### src/rtl/load_size_unit_pkg.sv
// Shared load/store sizing definitions: size encodings, FSM state encodings
// and the latched request record used by the load and store size blocks.
package load_size_unit_pkg;

   typedef logic [1:0] ls_size_t;
   typedef logic [1:0] fsm_state_t;

   localparam ls_size_t LS_WORD = 2'b00;
   localparam ls_size_t LS_BYTE = 2'b01;
   localparam ls_size_t LS_HALF = 2'b10;
   localparam ls_size_t LS_RSVD = 2'b11;

   localparam fsm_state_t ST_IDLE = 2'b00;
   localparam fsm_state_t ST_READ = 2'b01;
   localparam fsm_state_t ST_WAIT = 2'b10;
   localparam fsm_state_t ST_DONE = 2'b11;

   localparam int CNT_W = 3;

   typedef struct packed {
      ls_size_t size;
      logic     sign_ext;
   } ls_req_t;

endpackage

### src/rtl/load_size_unit_ls_extend.sv
// Sub-word extraction and sign/zero extension of a loaded memory word.
// The reserved size code falls through to a full-word load.
module ls_extend
   import load_size_unit_pkg::*;
(
   input  logic [31:0] word,
   input  ls_size_t    size,
   input  logic        sign_ext,
   output logic [31:0] ls_out
);

   always_comb begin
      ls_out = word;
      case (size)
         LS_BYTE: ls_out = {{24{sign_ext & word[7]}}, word[7:0]};
         LS_HALF: ls_out = {{16{sign_ext & word[15]}}, word[15:0]};
         default: ls_out = word;
      endcase
   end

endmodule

### src/rtl/load_size_unit.sv
// Load sequencer: issues one memory read, waits the fixed memory latency,
// then presents the size-adjusted result and the raw word.
//
//   state   | meaning
//   --------+------------------------------------------------------
//   IDLE    | waiting for start; request latched on acceptance
//   READ    | mem_rd asserted for this single cycle
//   WAIT    | down-counting memory latency; capture at terminal count
//   DONE    | done pulse; results already registered
module load_size_unit
   import load_size_unit_pkg::*;
#(
   parameter int MEM_LATENCY = 2
)(
   input  logic        clk,
   input  logic        reset_n,
   input  logic        start,
   input  logic [1:0]  controleLS,
   input  logic        sign_ext,
   output logic        mem_rd,
   input  logic [31:0] mem_data,
   output logic [31:0] ls_out,
   output logic [31:0] ls_word,
   output logic        busy,
   output logic        done
);

   localparam logic [CNT_W-1:0] LAT_M1 = CNT_W'(MEM_LATENCY - 1);

   fsm_state_t       state_q, state_d;
   logic [CNT_W-1:0] cnt_q, cnt_d;
   ls_req_t          req_q, req_d;
   logic [31:0]      ls_out_q, ls_out_d;
   logic [31:0]      ls_word_q, ls_word_d;
   logic [31:0]      ext_out;

   ls_extend u_ls_extend (
      .word     (mem_data),
      .size     (req_q.size),
      .sign_ext (req_q.sign_ext),
      .ls_out   (ext_out)
   );

   always_comb begin
      state_d   = state_q;
      cnt_d     = cnt_q;
      req_d     = req_q;
      ls_out_d  = ls_out_q;
      ls_word_d = ls_word_q;
      case (state_q)
         ST_IDLE: begin
            if (start) begin
               req_d.size     = controleLS;
               req_d.sign_ext = sign_ext;
               state_d        = ST_READ;
            end
         end
         ST_READ: begin
            cnt_d   = LAT_M1;
            state_d = ST_WAIT;
         end
         ST_WAIT: begin
            // terminal count lines up with the cycle mem_data is valid
            if (cnt_q == '0) begin
               ls_word_d = mem_data;
               ls_out_d  = ext_out;
               state_d   = ST_DONE;
            end else begin
               cnt_d = cnt_q - 1'b1;
            end
         end
         ST_DONE: begin
            state_d = ST_IDLE;
         end
         default: begin
            state_d = ST_IDLE;
         end
      endcase
   end

   always_ff @(posedge clk or negedge reset_n) begin
      if (!reset_n) begin
         state_q   <= ST_IDLE;
         cnt_q     <= '0;
         req_q     <= '0;
         ls_out_q  <= '0;
         ls_word_q <= '0;
      end else begin
         state_q   <= state_d;
         cnt_q     <= cnt_d;
         req_q     <= req_d;
         ls_out_q  <= ls_out_d;
         ls_word_q <= ls_word_d;
      end
   end

   assign mem_rd  = (state_q == ST_READ);
   assign done    = (state_q == ST_DONE);
   assign busy    = (state_q != ST_IDLE);
   assign ls_out  = ls_out_q;
   assign ls_word = ls_word_q;

endmodule
### config.mk
export PLATFORM = sky130hd
export DESIGN_NAME = load_size_unit
export DESIGN_NICKNAME = d
export VERILOG_FILES = /design/src/rtl/load_size_unit_pkg.sv /design/src/rtl/load_size_unit_ls_extend.sv /design/src/rtl/load_size_unit.sv
export SDC_FILE = /design/constraint.sdc
export NUM_CORES = 1
export LEC_CHECK = 0
export CORE_AREA = 2 2 110 69
export DETAILED_ROUTE_END_ITERATION = 8
export DIE_AREA = 0 0 112 71
export PLACE_DENSITY = 0.73
export SLEW_MARGIN = 20
export SYNTH_ARGS = -nofsm -noshare
export SYNTH_HDL_FRONTEND = slang
export SYNTH_SLANG_ARGS = --single-unit
### constraint.sdc
create_clock -name clk -period 4.7 [get_ports clk]
set_input_delay 0.94 -clock clk [delete_from_list [all_inputs] [get_ports clk]]
set_output_delay 0.94 -clock clk [all_outputs]
set_load 0.01 [all_outputs]
# Yosys cells after proc, flatten, opt, wreduce, memory -nomap -nowiden
# Cells that the tools add are included.
# op_classes
addsub,1
n_eq_ne,8
mux,6
bitwise_logic,2
n_reduce_logical,8
# ops
op,n
32-bit case mux with 2 select lines,1
2-bit case mux with 4 select lines,1
2-bit AND reduction,4
2-bit equality test (second input constant),3
2-bit != test (second input constant),3
3-bit case mux with 2 select lines,1
2-bit by 1-bit equality test with 1-bit output (second input constant),2
2-bit 2-to-1 mux,2
2-bit nonzero test,2
3-bit zero test,1
3-bit 2-to-1 mux,1
3-bit by 1-bit subtractor with 3-bit output (second input constant),1
1-bit AND,2
2-bit zero test,1
# totals
ff_bits,72
inputBits,38
elab_cells,31

# Logic depth before layout (Yosys ltp)
# depth
ltp_word,3
mapped_depth,8

# Hierarchy
# A second synthesis with hierarchy kept.
# unflattened
hier_cells,236
area_unflattened_um2,3399.5
# by_module_without_submodules
module,n_inst,cells_each,area_each_um2,seq_area_each_um2
load_size_unit,1,174,3019.1,1801.7
ls_extend,1,62,380.4,0.0

# Worst setup path after synthesis
# Ideal clock, no wire load.
# synth_path
path_kind,register to output
startpoint,register state_q[0]
endpoint,output busy
arrival_ns,0.758
t_required_ns,3.760
slack_ns,3.002
stages_incl_launch_ff,4
path_buffers,0
path_cell_list,dfrtp_1 -> inv_1 -> ha_1 -> inv_1
# synth_between
elab_chain_cells,1
# synth_rtl
element,line,rtl
start: declaration,load_size_unit.sv:30,"fsm_state_t state_q, state_d;"
start signal: assignment,load_size_unit.sv:89,state_q <= state_d;
2-bit nonzero test,load_size_unit.sv:99,assign busy = (state_q != ST_IDLE);
end: declaration,load_size_unit.sv:24,"output logic busy,"
# Every way passes these cells.

# Final worst setup path
# Same ends and word-level chain as after synthesis.

==> metrics.txt <==
Power Density=773 nW/um^2; first-pass GRT wire length=11200 um; multiplexer share of the synthesized area=1.65%; crit end category=output pin; Synthesized Nets=343; worst hold stages=2; core area=7030 sq um; final hold vios=0; Die Span X=112 um; Lkg Pwr=0.00188 uW; I/O Pins=105; Hold Buf Count CTS=0; Worst EP required=3.76 ns; setup ws final=2.05 ns; # DRC=0; FF-to-FF End=ls_out[14]; cell mode on critical path=inv_1; Post-Synth XOR/XNOR Area=0%; CTS Sinks=64; Cells after Synth=296; Setup WS pre-CTS=2.31 ns; PortBufs=104; Worst-Margin Slew=1.05 ns; largest family of logic cells by synthesized area=simple AND/OR/NAND/NOR gates; Crit Path Max Fanout=4; post-CTS setup buffers=0; largest net degree at the start of global routing=57; Crit Path Category=flop to output pin; Data arrival, critical path=1.71 ns; layout cells sized above 1=6.36%; FF-to-FF path depth=5; sequential cell area fraction in the yosys report=58.7%; compound-cell area share of the yosys netlist=9.95%; CTS tree=done; via count=2293; CTS Buffer Depth=2; Adder-Cell Fraction of Synth Area=4.13%; die area=7950 sq um; post_cts resized=0; Synth Cell Area=2730 sq um; Clock Skew=0.00765 ns; Worst VDD drop=0.419 mV; Synth Area in Simple Gates=19.6%; fmax=377 MHz; Chip Height=71 um; RSZ-0062 raised after global routing=no; CP Launch Type=flop; antenna-violating nets left=0; number of CTS-inserted buffers=9; Pins Over Slew Limit=0; Worst-path clk slew=0.05 ns; Hold EP=ls_word[24]; worst skew pair latency=0.32 ns; hold slack=0.471 ns; crit-path cells=inv_1 > ha_1 > inv_1 > clkdlybuf4s50_1; Root Driver=clkbuf_16; HPWL Detailed=4560 um; syn_area_per_cell=9.22 sq um; vias in the first global route=2323; initial antenna violation count=0; global route total overflow=0; DR iter-0 viols=106; worst path bufs/invs=3; Max Cap Violations=0; area delta synth->final=48.2%; Rows=24; GRT Total Usage=17.9%; Hold WC Path Type=flop to flop; reg2reg start=state_q[0]; YS warnings=0; cell family with most CP delay=buffers and inverters; Slowest-stage cell, CP=clkdlybuf4s50_1; # nets final=436; fin crit share=56.4%; initial core utilization=38.8%; final setup violation count=0; Initial DRT Pass Iterations=5; setup TNS=0 ns; Unique masters post-synth=21; H-tree levels=3; drt total wl=6760 um; ANT cells=0; CP max stage delay=0.57 ns; Final Critical Period=2.65 ns; drt wl/cell=14.0 um; Hold Crit Start=ls_word[24]; Rel. slew slack=29.7%; gpl congestion=0.772; vias per cell=4.74; status=complete, no violations; worst reg-to-reg setup slack=2.34 ns; Seq cells post-synth=64
cells by family (layout without fill, tap and decap cells):
logic type / count (synthesis) / in the layout
and+or+nand+nor: 139 / 139
DFF: 64 / 64
AOI/OAI and AO/OA: 49 / 49
buffers and inverters: 31 / 128
adders and majority gates: 9 / 9
muxes: 4 / 4
final cells by class:
| type | count | area, sq um |
|---|---|---|
| sequential | 64 | 1600 |
| clock buffer | 11 | 243 |
| fill | 639 | 2980 |
| multi-input combinational | 201 | 967 |
| inverter | 8 | 30.0 |
| clock inverter | 4 | 45.0 |
| tap | 91 | 114 |
| timing repair buffer | 105 | 1040 |
worst reg2reg max path, cell delays in order, from the launching register on:
cell	delay, ns
dfrtp_1	0.41
inv_1	0.12
ha_1	0.30
nand2_2	0.61
a31oi_2	0.65
a21oi_1	0.13
how the worst max path moves through the flow:
stage                             from         end  slack, ns  cells past startpoint
after floorplan             state_q[0]        busy       3.00                      3
after global placement    mem_data[15]  ls_out[30]       2.40                      4
after detailed placement  mem_data[15]  ls_out[30]       2.31                      4
after CTS                   state_q[0]        busy       2.03                      4
after global routing        state_q[0]        busy       1.94                      4
final                       state_q[0]        busy       2.05                      4
routing by layer:
metal	part of all wire, %	vias to the layer above	GRT usage (%)	wire [um]
li1	-	1119	-	-
met4	0.38	0	2.44	26
met5	0	-	0	0
met1	47	1085	24.6	3180
met3	9.8	3	8.57	665
met2	43	86	26.9	2880
cell usage in the layout (no fill, tap or decap):
master           netlist  layout
a21oi_1               40      40
a22o_1                 2       2
a31oi_2                1       1
and2_2                 0       1
buf_2                  8       1
buf_4                 10       1
bufinv_16              0       1
clkbuf_1               4       1
clkbuf_16              0       9
clkbuf_8               0       1
clkdlybuf4s50_1        0     103
clkinv_2               0       3
dfrtp_1               64      64
ha_1                   9       9
inv_1                  8       8
mux2_2                 4       4
nand2_1              109     108
nand2_2                0       1
nand2b_1               1       1
nor2_1                26      26
nor2b_2                1       1
o21a_1                 1       1
o21ai_0                3       3
o2bb2ai_1              1       1
o32a_1                 1       1
or2_2                  1       1
per-stage QoR:
stage          cell area, sq um  instances  power, uW  utilization [%]
2_1_floorplan              2730        296       1780                -
3_3_place_gp               3760        469       2460             53.5
3_5_place_dp               3760        469       2510             53.5
4_1_cts                    4040        484       3160             57.5
5_1_grt                    4040        484       3370             57.5
6_report                   4040        484       3130             57.5
sequential cells by signal, summed over array words and instances, names as in the netlist:
register,flops
cnt_q,3
ls_out,32
ls_word,24
req_q,3
state_q,2
synth_stat cells (all sizes together):
cell     count  area, sq um
nor2b        1         8.76
o21a         1         7.51
nor2        26         97.6
buf         19          119
and2         1         6.26
nand2b       1         6.26
ha           9          113
or2          1         6.26
clkbuf       4         15.0
mux2         4         45.0
o21ai        3         15.0
a31oi        1         12.5
o2bb2ai      1         8.76
nand2      109          409
dfrtp       64         1600
o32a         1         10.0
a22o         2         17.5
inv          8         30.0
a21oi       40          200
power breakdown:
group / leakage [uW] / internal (uW) / switching, uW
combinational: 0.000972 / 766 / 722
sequential: 0.000762 / 837 / 164
clock: 0.000145 / 418 / 221
(Power assumes the default switching activity.)
